[config.mk]
export PLATFORM = sky130hd
export DESIGN_NAME = jam_ctrl
export DESIGN_NICKNAME = d
export VERILOG_FILES = /design/src/rtl/jam_ctrl.sv
export SDC_FILE = /design/constraint.sdc
export NUM_CORES = 1
export LEC_CHECK = 0
export BUFFER_PORTS_ARGS = -buffer_cell sky130_fd_sc_hd__buf_2
export CAP_MARGIN = 20
export CORE_MARGIN = 8
export CORE_UTILIZATION = 50
export CTS_CLUSTER_DIAMETER = 100
export DETAILED_ROUTE_END_ITERATION = 8
export MAX_ROUTING_LAYER = met4
export PLACE_DENSITY = 0.75
export SLEW_MARGIN = 20
export SYNTH_ARGS = -nofsm -noshare
export SYNTH_HDL_FRONTEND = slang
export SYNTH_SLANG_ARGS = --single-unit
[constraint.sdc]
create_clock -name CLK -period 5.4 [get_ports CLK]
set_input_delay 0 -clock CLK [delete_from_list [all_inputs] [get_ports CLK]]
set_output_delay 0 -clock CLK [all_outputs]
set_load 0.02 [all_outputs]
[src/rtl/jam_ctrl.sv]
// Top-level sequencer for the JAM engine: walks every permutation from the external generator,
// sums eight ROM costs per permutation and tracks the minimum total and how many orders hit it.
module jam_ctrl #(
    parameter int unsigned COST_W = 7,
    parameter int unsigned SUM_W  = 10,
    parameter int unsigned MC_W   = 4
) (
    input  logic              CLK,
    input  logic              RST,
    output logic [2:0]        state,
    input  logic [23:0]       perm,
    input  logic              swap_flag,
    output logic [2:0]        W,
    output logic [2:0]        J,
    input  logic [COST_W-1:0] Cost,
    output logic [MC_W-1:0]   MatchCount,
    output logic [SUM_W-1:0]  MinCost,
    output logic              Valid
);

    typedef enum logic [2:0] {
        StIdle       = 3'd0,
        StDin        = 3'd1,
        StMinCostCal = 3'd2,
        StCompare    = 3'd3,
        StSwap       = 3'd4,
        StReOrder    = 3'd5,
        StDone       = 3'd6,
        StIllegal    = 3'd7
    } state_e;

    state_e            state_q, state_d;
    logic [3:0]        cnt_q, cnt_d;
    logic [2:0]        w_q, w_d, j_q, j_d;
    logic [SUM_W-1:0]  sum_q, sum_d, min_q, min_d;
    logic [MC_W-1:0]   mc_q, mc_d;
    logic              valid_q, valid_d;
    logic [2:0]        nxt_idx;
    logic [4:0]        nxt_base;

    always_ff @(posedge CLK or posedge RST) begin
        if (RST) begin
            state_q <= StIdle;
            cnt_q   <= '0;
            w_q     <= '0;
            j_q     <= '0;
            sum_q   <= '0;
            min_q   <= '1;
            mc_q    <= '0;
            valid_q <= 1'b0;
        end else begin
            state_q <= state_d;
            cnt_q   <= cnt_d;
            w_q     <= w_d;
            j_q     <= j_d;
            sum_q   <= sum_d;
            min_q   <= min_d;
            mc_q    <= mc_d;
            valid_q <= valid_d;
        end
    end

    // Address for the next counter value is loaded one edge early so that address k is
    // on the bus for the whole cnt=k cycle.
    always_comb begin
        state_d  = state_q;
        cnt_d    = cnt_q;
        w_d      = w_q;
        j_d      = j_q;
        sum_d    = sum_q;
        min_d    = min_q;
        mc_d     = mc_q;
        valid_d  = 1'b0;
        nxt_idx  = cnt_q[2:0] + 3'd1;
        nxt_base = 5'(nxt_idx) * 5'd3;

        case (state_q)
            StDin: begin
                if (cnt_q == 4'd0) begin
                    sum_d = '0;
                end else begin
                    sum_d = sum_q + SUM_W'(Cost);
                end
                if (cnt_q == 4'd8) begin
                    state_d = StMinCostCal;
                    cnt_d   = '0;
                end else begin
                    cnt_d = cnt_q + 4'd1;
                    if (cnt_q < 4'd7) begin
                        w_d = nxt_idx;
                        j_d = perm[nxt_base +: 3];
                    end
                end
            end
            StMinCostCal: begin
                if (sum_q < min_q) begin
                    min_d = sum_q;
                    mc_d  = MC_W'(1);
                end else if (sum_q == min_q && mc_q != {MC_W{1'b1}}) begin
                    mc_d = mc_q + MC_W'(1);
                end
                state_d = StCompare;
            end
            StCompare: begin
                // Without a further permutation the generator's swap is spurious; stop here.
                if (swap_flag) begin
                    state_d = StReOrder;
                end else begin
                    state_d = StDone;
                    valid_d = 1'b1;
                end
            end
            StDone: begin
                state_d = StDone;
            end
            default: begin
                // Idle, re-order, and the never-issued encodings all restart address fetch.
                state_d = StDin;
                cnt_d   = '0;
                w_d     = '0;
                j_d     = perm[2:0];
            end
        endcase
    end

    assign state      = state_q;
    assign W          = w_q;
    assign J          = j_q;
    assign MinCost    = min_q;
    assign MatchCount = mc_q;
    assign Valid      = valid_q;

endmodule

Word level (Yosys, flattened, before mapping)
Index checks and enable logic that the tools add are counted.

word-level totals
  flip-flop bits (word level) = 38
  latch bits = 0
  memory bits (writable) = 0
  memory bits (read-only) = 0
  output and inout port bits = 24
  word-level logic and storage cells = 50
  memories kept = 0

cells by class
  add/subtract/negate cells = 4
  multiply operators = 1
  divide/modulo/power cells = 0
  magnitude comparators = 2
  equality and inequality tests = 10
  shifts and indexed selects = 1
  muxes and demuxes = 16
  bitwise operators = 1
  reduce and logical (&&, ||, !) cells = 7

operators by type and width
  operator               count
  $shiftx A24 B6 Y3      1
  $mux W3                5
  $mux W4                3
  $pmux W3 S2            2
  $pmux W3 S4            1
  $add A10 B7 Y10        1
  $eq A10 B10 Y1         1
  $lt A10 B10 Y1         1
  $mux W10               1
  $add A4 B1 Y4 const B  2
  $pmux W4 S2            1
  $eq A3 B2 Y1 const B   2
  $ne A2 B2 Y1 const B   3
  $mul A3 B2 Y5 const B  1
  $eq A4 B4 Y1 const B   1
  $logic_not A4 Y1       1
  $lt A4 B3 Y1 const B   1
  $ne A4 B4 Y1 const B   1
  $reduce_and A2 Y1      2
  $add A3 B1 Y3 const B  1
  $eq A3 B1 Y1 const B   1
  $eq A3 B3 Y1 const B   1
  $reduce_and A3 Y1      1
  $reduce_or A3 Y1       1
  other kinds (5)        6

Depth between registers and ports, before layout
Gate-level depths: netlist of the first run.

  word-level depth = 6
  mapped depth = 9
  depth with buffers taken out = 8

Worst setup path after synthesis of the first run
Ideal clock, no wire load.

  path type = reg-to-reg
  start = register min_q[5] (netlist: MinCost[5])
  end = register mc_q[1] (netlist: MatchCount[1])
  library setup time = 121 ps
  arrival = 2082 ps
  data required time = 5279 ps
  slack = 3197 ps
  cell stages (with the launch flop) = 9
  buffers on the path = 1
  path through = dfstp_2 inv_1 ha_1 a21oi_1 o21ai_0 a2111oi_4 buf_6 nor2_2 a22o_1

between the ends
  longest elaborated chain between the ends = 4
  elaborated cells on any way between the ends = 6
  classes of those cells = 1 x order compare; 1 x eq/ne; 1 x mux; 3 x reduce/logical

ends and longest elaborated chain
  element                                                 line  source
  start, declared                                         35    logic [SUM_W-1:0] sum_q, sum_d, min_q, min_d;
  start signal, assigned                                  57    min_q <= min_d;
  branches (longest 4 deep; another with $lt A10 B10 Y1)  n/a
  end signal, assigned                                    58    mc_q <= mc_d;
  end, declared                                           36    logic [MC_W-1:0] mc_q, mc_d;

Parallel ways; which one is timed is not known.
A chain may end at the register's enable or synchronous reset.

Worst setup path after layout of the first run
  start = register min_q[5] (netlist: MinCost[5])
  end = register min_q[0] (netlist: MinCost[0])

between the ends
  longest elaborated chain between the ends = 2

ends and longest elaborated chain
  element                      line  source
  $lt A10 B10 Y1               96    if (sum_q < min_q) begin
  $reduce_and A2 Y1 (no line)  n/a

Every way passes these cells.

==> results of run 1 <==
## metal layers
layer  share of wire, %  vias up
met1                 44      949
met5                  0        -
li1                   -     1028
met3                6.0        2
met4               0.28        0
met2                 50       54
## report_power, final
group	switching, mW	internal (mW)
registers	0.123	0.412
clock network	0.0986	0.103
logic	0.517	0.377
total	0.738	0.892
## final cells by class
| type | count | share of cell area [%] |
|---|---|---|
| Multi-Input combinational cell | 188 | 47.2 |
| Sequential cell | 38 | 33.3 |
| Timing Repair Buffer | 61 | 11.1 |
| Clock buffer | 7 | 2.99 |
| Tap cell | 67 | 2.90 |
| Inverter | 18 | 2.34 |
| Clock inverter | 1 | 0.173 |
## worst reg2reg max path, stage by stage (launching register included)
cell	delay, ns
dfstp_2	0.53
inv_1	0.05
ha_1	0.33
a21oi_1	0.17
o21ai_0	0.20
a2111oi_4	0.94
mux2_2	0.42
## state kept, by name, summed over array words and instances, names as in the netlist
register    cells
sum_q          10
MinCost        10
state           3
cnt_q           4
MatchCount      4
J               3
W               3
Valid           1
## cells in the final DEF, fill, tap and decap left out, drive strengths merged, types with 7 or more instances in the layout
cell	synthesis	final
o21ai	31	31
inv	18	18
buf	7	59
a21oi	12	12
nand2	36	36
dfrtp	28	28
ha	20	20
nor2	11	11
dfstp	10	10
clkbuf	5	7
## cells by family (layout without fill, tap and decap cells)
family	count (synthesis)	count (layout)	share of synthesized area, %
AO/OA/AOI/OAI	73	73	19.0
XOR/XNOR	5	5	1.78
adder cells (fa/ha/maj)	21	21	11.0
buffers and inverters	30	87	5.48
flip-flops	38	38	39.1
multiplexers	11	11	7.57
AND/OR/NAND/NOR	78	78	16.1
## how the worst min path moves through the flow
stage                    from          endpoint  cells past startpoint
detailed placement        RST   Valid$_DFF_PP0_                      3
global route          perm[0]  J[0]$_DFFE_PP0P_                      3
floorplan           swap_flag   Valid$_DFF_PP0_                      1
finish                perm[0]  J[0]$_DFFE_PP0P_                      3
global placement          RST   Valid$_DFF_PP0_                      3
CTS                   perm[0]  J[0]$_DFFE_PP0P_                      3
## stage by stage
step / area [µm²] / setup slack [ns] / cells / hold slack, ns / utilization (%)
CTS: 2890 / 2.70 / 380 / 0.0322 / 61.2
global placement: 2780 / 2.82 / 370 / 0.136 / 58.9
floorplan: 2460 / 3.20 / 256 / 0.0717 / -
finish: 2890 / 2.72 / 380 / 0.0362 / 61.2
global route: 2890 / 2.53 / 380 / 0.0587 / 61.2
detailed placement: 2780 / 2.71 / 370 / 0.141 / 58.9
==> flow_summary_export.csv, run 1 <==
group,metric,value,unit
timing,report.final.slew_viol_count,0,
cts,tritoncts,"yes",
drt,num_vias,2033,
setup_path,worstPathRequired,5.62,ns
setup_path,reg2regPathDepth,6,
logic_synthesis,syn_nets,311,
die,initial_utilization,52.2,%
timing,setup_tns,0,ns
placement,dpl.hpwl,4170,µm
global_routing,busiest_layer,"met2",
layout,multi_input_area,0.00137,mm²
setup_path,crit-reg2reg-capture,"MinCost[0]$_DFFE_PP1P_",
logic_synthesis,seq_area_frac_synth,39.1,%
setup_path,path_cells,"inv_1 -> ha_1 -> a21oi_1 -> o21ai_0 -> a2111oi_4 -> mux2_2",
logic_synthesis,ys_seq_elements,38,
global_routing,grt-ovfl-total,0,
timing,min_period,2.68,ns
global_routing,grt_pass1_wl,9250,µm
layout,final_nets,367,
logic_synthesis,synthArstFlopShare,100,%
die,fp.dieW,86.2,µm
layout,drive_above_1_share,29.1,%
setup_path,rrSetupSlack,2.72,ns
power_and_ir_drop,peakVddDrop,0.268,mV
status,status,"finished clean",
timing,clock_skew,0.00626,ns
hold_path,hold_class,"in -> reg",
logic_synthesis,synth_edf_count,0,
cts,cts.clk_slew.worst_paths,0.08,ns
setup_path,worstSetupStartpoint,"MinCost[5]$_DFFE_PP1P_",
timing,rsz0062_at_grt,"false",
die,coreArea,0.00472,mm²
die,dieArea,0.00743,mm²
layout,fillers,419,
cts,h-tree-depth,2,
cts,clkSinkCount,38,
timing,relSlewSlack,36.8,%
setup_path,critical_path.max_fanout,21,
power_and_ir_drop,p_total,1.63,mW
global_routing,grt_pass1_vias,2086,
setup_path,end_kind,"flop",
setup_path,cp_top_family,"compound AO/OA/AOI/OAI gates",
logic_synthesis,yosysUniqueCellTypes,51,
logic_synthesis,netlist.area_leader.share,28.4,%
global_routing,track_usage,15.9,%
drt,post_drt_wl_per_cell,14.3,µm
drt,vias_per_cell,5.35,
layout,regArea,963,µm²
cts,cts_buffer_depth,2,
layout,antenna_cells,0,
cts,cts_buffers,5,
setup_path,worst-path-buf-inv,1,
drt,routed_wl,5450,µm
setup_path,cp.depth,6,
setup_path,arrival,2.90,ns
setup_path,cp-endpoint,"MinCost[0]$_DFFE_PP1P_",
logic_synthesis,syn_inst,256,
logic_synthesis,synth_common_cells,"35 x nand2_1, 31 x o21ai_0, 28 x dfrtp_1",
cts,cts_root_buf,"clkbuf_8",
timing,post-route-period-util,49.7,%
drt,drtIter0Drc,124,
timing,hold_viol_final,0,
global_routing,met3_usage,5.20,%
logic_synthesis,yosysMostFrequentCell,"nand2_1",
logic_synthesis,yosys_warnings,0,
drt,drcViolationCount,0,
die,num_rows,25,
timing,fmax,373,MHz
setup_path,r2r_start,"MinCost[5]$_DFFE_PP1P_",
die,die_y,86.2,µm
layout,syn_to_final_growth,17.4,%
drt,drt_first_pass_iters,4,
cts,cts_resized,0,
logic_synthesis,yosys.area.top_type,"dfrtp_1",
setup_path,worst-setup-path-type,"reg -> reg",
cts,cts.repair_timing.setup_buffer_count,0,
logic_synthesis,synth_ff_type,"dfrtp_1",
global_routing,use_met2,27.4,%
global_routing,grt_start_max_net_pins,39,
logic_synthesis,syn_area,0.00246,mm²
global_routing,grt_antenna_before_repair,0,
global_routing,grtUsageMet1,17.6,%
placement,gp_congestion,0.830,
die,num_io_pins,58,
setup_path,cp_slowest_cell,"a2111oi_4",
setup_path,crit_path_max_incr_delay,0.93,ns
placement,port_buffers,57,
logic_synthesis,synthTopCellsByArea,"dfrtp_1 28%, dfstp_2 11%, ha_1 10%, o21ai_0 6.3%, mux4_2 5.5%",
setup_path,cp-start-kind,"flop",
power_and_ir_drop,power.leakage,1.38,nW
logic_synthesis,synth.avg_cell_area,9.62,µm²
timing,tightest_slew,0.948,ns
drt,drtAntennaViolNets,0,
cts,cts-hold-fix-buffers,2,
power_and_ir_drop,p_per_area,564,mW/mm²
cts,clock_latency,0.29,ns
run,max_cap_violations,0,
timing,setup_viol,0,
(Power assumes the default switching activity.)
==> inputs of run 2 (changes only) <==
--- a/config.mk
+++ b/config.mk
@@ -5,6 +5,7 @@
 export SDC_FILE = /design/constraint.sdc
 export NUM_CORES = 1
 export LEC_CHECK = 0
+export ABC_AREA = 1
 export BUFFER_PORTS_ARGS = -buffer_cell sky130_fd_sc_hd__buf_2
 export CAP_MARGIN = 20
 export CORE_MARGIN = 8
==> constraint.sdc (replaced) <==
create_clock -name CLK -period 2.7 [get_ports CLK]
set_input_delay 0 -clock CLK [delete_from_list [all_inputs] [get_ports CLK]]
set_output_delay 0 -clock CLK [all_outputs]
set_load 0.02 [all_outputs]
==> run 2 against run 1 <==
Register-to-register slack got worse by 2.4 ns. Flip-flop and latch count unchanged. Hold slack got worse by 0.013 ns. Non-clock buffer count is 1 lower. Worst setup slack worse by 2.4 ns. Global-route usage is 1.2 points higher. Sequential share of layout area shrank 1.4 points. Design area is 4.2% higher. Critical endpoint is now J[2]$_DFFE_PP0P_. Synthesized cell count is 32% higher. Combinational power rose by 130%.
==> flow_summary_export.csv, run 2 <==
group,metric,value,unit
hold_path,hold_class,"in -> reg",
drt,vias_per_cell,4.98,
drt,drcViolationCount,0,
setup_path,rrSetupSlack,0.35,ns
logic_synthesis,syn_area,0.00258,mm²
layout,final_common_cell,"nand2_1",
timing,fmax,426,MHz
logic_synthesis,synth_ff_type,"dfrtp_1",
setup_path,crit-reg2reg-capture,"J[2]$_DFFE_PP0P_",
timing,hold_viol_final,0,
logic_synthesis,yosysUniqueCellTypes,31,
cts,clock_latency,0.30,ns
timing,tightest_slew,0.530,ns
placement,dpl.hpwl,4510,µm
die,num_io_pins,58,
global_routing,grt_antenna_before_repair,0,
global_routing,grt-ovfl-total,0,
global_routing,met3_usage,4.60,%
setup_path,arrival,2.59,ns
global_routing,grt_pass1_vias,2260,
drt,num_vias,2334,
global_routing,use_met2,26.2,%
setup_path,worst-setup-path-type,"reg -> reg",
layout,final_nets,453,
setup_path,cp_top_family,"flip-flops",
cts,cts.clk_slew.worst_paths,0.08,ns
logic_synthesis,seq_area_frac_synth,37.3,%
timing,hold_ws,0.0230,ns
layout,final_util,59.8,%
power_and_ir_drop,p_total,3.45,mW
logic_synthesis,yosys.area.top_type,"dfrtp_1",
timing,min_period,2.35,ns
layout,multi_input_area,0.00135,mm²
setup_path,critical_path.max_fanout,16,
cts,cts_buffer_depth,2,
timing,rsz0062_at_grt,"false",
layout,fillers,467,
drt,drtIter0Drc,81,
setup_path,reg2regPathDepth,10,
layout,antenna_cells,0,
setup_path,worstPathRequired,2.94,ns
drt,drt_first_pass_iters,4,
logic_synthesis,syn_nets,393,
layout,regArea,963,µm²
logic_synthesis,netlist.area_leader.share,27.1,%
die,die_y,87.9,µm
global_routing,grt_start_max_net_pins,39,
timing,setup_viol,0,
power_and_ir_drop,p_per_area,1140,mW/mm²
setup_path,end_kind,"flop",
status,status,"finished clean",
die,initial_utilization,51.2,%
global_routing,busiest_layer,"met2",
setup_path,cp.depth,10,
power_and_ir_drop,peakVddDrop,0.480,mV
logic_synthesis,yosys_warnings,0,
logic_synthesis,syn_inst,338,
power_and_ir_drop,power.leakage,1.61,nW
cts,cts_resized,0,
hold_path,hold_depth,5,
timing,post-route-period-util,87.0,%
logic_synthesis,synth_edf_count,0,
logic_synthesis,ys_seq_elements,38,
setup_path,path_cells,"inv_1 -> ha_1 -> inv_1 -> nor2_1 -> o21ai_0 -> o21ai_0 -> nand2_1 -> nand3_1 -> nand2_1 -> inv_1",
timing,clock_skew,0.00610,ns
cts,clkSinkCount,38,
die,fp.dieW,87.9,µm
logic_synthesis,yosysMostFrequentCell,"nand2_1",
timing,setup_tns,0,ns
placement,gp_congestion,0.907,
global_routing,track_usage,17.2,%
setup_path,cp-start-kind,"flop",
timing,relSlewSlack,64.7,%
logic_synthesis,synth.avg_cell_area,7.64,µm²
logic_synthesis,synthTopCellsByArea,"dfrtp_1 27%, nand2_1 13%, dfstp_2 10%, ha_1 9.7%, inv_1 7.7%",
cts,tritoncts,"yes",
layout,syn_to_final_growth,16.7,%
drt,post_drt_wl_per_cell,12.7,µm
logic_synthesis,synth_common_cells,"88 x nand2_1, 53 x inv_1, 28 x dfrtp_1",
setup_path,cp_slowest_cell,"dfrtp_1",
setup_path,worst-path-buf-inv,3,
setup_path,cp-endpoint,"J[2]$_DFFE_PP0P_",
die,coreArea,0.00504,mm²
placement,port_buffers,57,
global_routing,grt_pass1_wl,10200,µm
logic_synthesis,synthArstFlopShare,100,%
setup_path,crit_path_max_incr_delay,0.68,ns
setup_path,worstSetupStartpoint,"cnt_q[0]$_DFFE_PP0P_",
cts,h-tree-depth,2,
cts,cts_root_buf,"clkbuf_8",
setup_path,cpMostUsedCell,"inv_1",
cts,cts_buffers,5,
setup_path,r2r_start,"cnt_q[0]$_DFFE_PP0P_",
die,dieArea,0.00772,mm²
layout,final_cell_mix,"88 x nand2_1, 57 x buf_2, 53 x inv_1",
timing,report.final.slew_viol_count,0,
die,num_rows,26,
global_routing,grtUsageMet1,21.4,%
drt,drtAntennaViolNets,0,
layout,drive_above_1_share,25.3,%
drt,routed_wl,5960,µm
run,max_cap_violations,0,
==> run 2: changes by cell type in the layout (fill, tap and decap cells not counted), sizes merged, moves of 3 or more <==
cell	previous run	this run
inv	18	56
o22ai	1	6
nand2b	3	0
mux4	6	0
mux2i	4	0
nor2	11	31
nor2b	3	0
a31oi	4	0
nand3	4	24
and3	3	0
nor3	1	4
a21o	5	1
nand2	36	91
a211oi	3	0
==> run 2: metrics by stage <==
step                      instance area, µm²  cells  setup WS [ns]
after floorplan                         2580    338          0.845
after global placement                  2900    459          0.429
after detailed placement                2900    459          0.413
after CTS                               3010    469          0.388
after global routing                    3010    469          0.119
final                                   3010    469          0.352
==> run 2: power breakdown <==
part	internal [mW]	switching (mW)	total, mW	leakage [nW]
registers	0.821	0.201	1.02	0.467
clock network	0.208	0.203	0.411	0.0455
logic	0.690	1.32	2.01	1.09
total	1.72	1.73	3.45	1.61
==> run 2: worst min path at each step <==
stage,slack (ns),start,to
final,0.02,perm[0],J[0]$_DFFE_PP0P_
after floorplan,0.08,swap_flag,Valid$_DFF_PP0_
after CTS,0.02,perm[0],J[0]$_DFFE_PP0P_
after global routing,0.03,perm[0],J[0]$_DFFE_PP0P_
after global placement,0.14,RST,Valid$_DFF_PP0_
after detailed placement,0.15,RST,Valid$_DFF_PP0_
==> run 2: cell type report <==
class                      count  area share, %
inverter                      56           6.97
sequential                    38           32.0
multi-input combinational    237           44.8
timing repair buffer          60           10.4
clock buffer                   8           2.99
tap                           70           2.91
==> run 2: tightest hold or removal path, cell delays in order <==
cell and delay [ns]:
buf_2 0.10, a21oi_2 0.04, nand3_1 0.06, nand2_1 0.05
inv_1 0.04
==> run 2: timing repair <==
action                                 CTS  global route
hold buffers                             2             0
endpoints found under the hold margin   29             0
buffers inserted                         0             0
==> run 2: metal layers <==
| metal | vias to the layer above | wire (µm) | part of all wire, % |
|---|---|---|---|
| met5 | - | 0 | 0 |
| met1 | 1058 | 2790 | 47 |
| met4 | 0 | 88 | 1.5 |
| met2 | 65 | 2720 | 46 |
| met3 | 10 | 363 | 6.1 |
| li1 | 1201 | - | - |
==> run 2: kinds of logic after synthesis <==
logic type | synth area share, %
AND/OR/NAND/NOR | 26.9
buffers and inverters | 10.5
AO/OA/AOI/OAI | 13.2
flip-flops | 37.3
adder cells (fa/ha/maj) | 10.5
XOR/XNOR | 1.70
==> inputs of run 3 (changes only) <==
--- a/config.mk
+++ b/config.mk
@@ -8,7 +8,6 @@
 export ABC_AREA = 1
 export BUFFER_PORTS_ARGS = -buffer_cell sky130_fd_sc_hd__buf_2
 export CAP_MARGIN = 20
-export CORE_MARGIN = 8
 export CORE_UTILIZATION = 50
 export CTS_CLUSTER_DIAMETER = 100
 export DETAILED_ROUTE_END_ITERATION = 8
==> run 3 against run 2 <==
Non-clock buffer count stayed put. Cell count shrank 0.64%. Core utilization is 2.4 points higher. Hold slack got worse by 0.0060 ns. Via count decreased by 2.4%. Worst setup slack better by 0.14 ns. Critical path depth unchanged. Critical endpoint unchanged. Largest cell class unchanged.
==> flow_summary_export.csv, run 3 (synthesis results as in run 2) <==
group,metric,value,unit
cts,tritoncts,"yes",
layout,final_cell_mix,"88 x nand2_1, 57 x buf_2, 53 x inv_1",
hold_path,hold_depth,5,
setup_path,worst-path-buf-inv,3,
placement,port_buffers,57,
die,fp.dieW,73.9,µm
setup_path,critical_path.max_fanout,16,
hold_path,hold_class,"in -> reg",
run,max_cap_violations,0,
setup_path,worstPathRequired,2.89,ns
timing,setup_tns,0,ns
layout,syn_to_final_growth,16.7,%
layout,final_common_cell,"nand2_1",
global_routing,grt_pass1_wl,9330,µm
die,initial_utilization,53.3,%
die,num_io_pins,58,
placement,dpl_cell_area,0.00290,mm²
layout,final_nets,453,
cts,cts.repair_timing.setup_buffer_count,0,
setup_path,cp_slowest_cell,"dfrtp_1",
hold_path,hold_start,"perm[0]",
setup_path,cpMostUsedCell,"inv_1",
drt,drtAntennaViolNets,0,
setup_path,reg2regPathDepth,10,
layout,fillers,425,
setup_path,path_cells,"inv_1 -> ha_1 -> inv_1 -> nor2_1 -> o21ai_0 -> o21ai_0 -> nand2_1 -> nand3_1 -> nand2_1 -> inv_1",
hold_path,hold_end,"J[0]$_DFFE_PP0P_",
cts,clock_latency,0.29,ns
drt,drcViolationCount,0,
timing,clock_skew,0.00916,ns
placement,dpl.hpwl,4130,µm
setup_path,crit-reg2reg-capture,"J[2]$_DFFE_PP0P_",
layout,drive_above_1_share,25.8,%
global_routing,grt-ovfl-total,0,
timing,setup_viol,0,
layout,final_area,0.00302,mm²
drt,drt_first_pass_iters,4,
power_and_ir_drop,peakVddDrop,0.662,mV
global_routing,grt_start_max_net_pins,39,
drt,drtIter0Drc,92,
placement,gp_congestion,0.900,
cts,cts.clk_slew.worst_paths,0.07,ns
setup_path,cp-start-kind,"flop",
setup_path,end_kind,"flop",
die,die_y,73.9,µm
power_and_ir_drop,p_per_area,1140,mW/mm²
timing,relSlewSlack,68.0,%
cts,h-tree-depth,2,
setup_path,crit_path_max_incr_delay,0.64,ns
die,coreArea,0.00485,mm²
timing,hold_viol_final,0,
drt,num_vias,2279,
timing,rsz0062_at_grt,"false",
power_and_ir_drop,power.leakage,1.61,nW
cts,clkSinkCount,38,
cts,cts_buffer_depth,2,
setup_path,r2r_start,"cnt_q[0]$_DFFE_PP0P_",
timing,fmax,454,MHz
setup_path,cp_top_family,"flip-flops",
cts,cts_root_buf,"clkbuf_8",
setup_path,rrSetupSlack,0.50,ns
cts,cts_buffers,5,
layout,antenna_cells,0,
drt,post_drt_wl_per_cell,11.7,µm
timing,min_period,2.20,ns
timing,tightest_slew,0.480,ns
timing,post-route-period-util,81.6,%
setup_path,worst-setup-path-type,"reg -> reg",
status,status,"finished clean",
timing,report.final.slew_viol_count,0,
global_routing,grt_antenna_before_repair,0,
die,num_rows,25,
die,dieArea,0.00546,mm²
global_routing,grt_pass1_vias,2198,
global_routing,track_usage,22.9,%
drt,vias_per_cell,4.89,
drt,routed_wl,5460,µm
setup_path,arrival,2.39,ns
## run 3: per-stage QoR
step | cells | util, % | hold slack, ns | power, mW | setup slack (ns)
6_report | 466 | 62.2 | 0.0170 | 3.43 | 0.496
5_1_grt | 466 | 62.2 | 0.0528 | 3.79 | 0.194
4_1_cts | 466 | 62.2 | 0.0133 | 3.46 | 0.479
3_5_place_dp | 456 | 59.8 | 0.141 | 3.02 | 0.500
3_3_place_gp | 456 | 59.8 | 0.140 | 2.97 | 0.518
2_1_floorplan | 338 | - | 0.0769 | 2.58 | 0.845
## run 3: worst max path at each step
| stage | startpoint | to | slack (ns) | cells past startpoint |
|---|---|---|---|---|
| CTS | cnt_q[0]$_DFFE_PP0P_ | J[2]$_DFFE_PP0P_ | 0.48 | 10 |
| global placement | cnt_q[0]$_DFFE_PP0P_ | J[2]$_DFFE_PP0P_ | 0.52 | 10 |
| floorplan | MinCost[9]$_DFFE_PP1P_ | MatchCount[0]$_DFFE_PP0P_ | 0.85 | 9 |
| finish | cnt_q[0]$_DFFE_PP0P_ | J[2]$_DFFE_PP0P_ | 0.50 | 10 |
| global route | cnt_q[0]$_DFFE_PP0P_ | J[2]$_DFFE_PP0P_ | 0.19 | 10 |
| detailed placement | cnt_q[0]$_DFFE_PP0P_ | J[2]$_DFFE_PP0P_ | 0.50 | 10 |
## run 3: where the power goes
part,total [mW],leakage [nW],switching [mW],internal [mW]
clock,0.413,0.0472,0.208,0.205
combinational,2.00,1.09,1.30,0.692
sequential,1.02,0.467,0.198,0.821
## run 3: layout make-up
class                           count  area [µm²]  share of cell area [%]
Clock inverter                      2        12.5                   0.415
Tap cell                           67        83.8                    2.78
Inverter                           56         210                    6.97
Clock buffer                        6        82.6                    2.74
Timing Repair Buffer               60         313                    10.4
Sequential cell                    38         963                    32.0
Multi-Input combinational cell    237        1350                    44.8
## run 3: metal layers
metal	track usage (%)	share of wire (%)	vias up	wire, µm
met5	-	0	-	0
met3	4.94	3.5	6	193
met2	39.8	48	48	2640
met1	27.3	47	1021	2570
met4	4.70	0.93	0	51
li1	-	-	1204	-
## run 3: what timing repair did
item | in CTS | in global routing
gates resized for setup | 0 | 0
hold buffers | 2 | 0
hold endpoints to repair | 29 | 0
## run 3: worst register-to-register path: stages (launching register included)
cell and delay, ns:
dfrtp_1 0.64, inv_1 0.31, ha_1 0.47, inv_1 0.20
nor2_1 0.07, o21ai_0 0.07, o21ai_0 0.10, nand2_1 0.06
nand3_1 0.09, nand2_1 0.07, inv_1 0.03
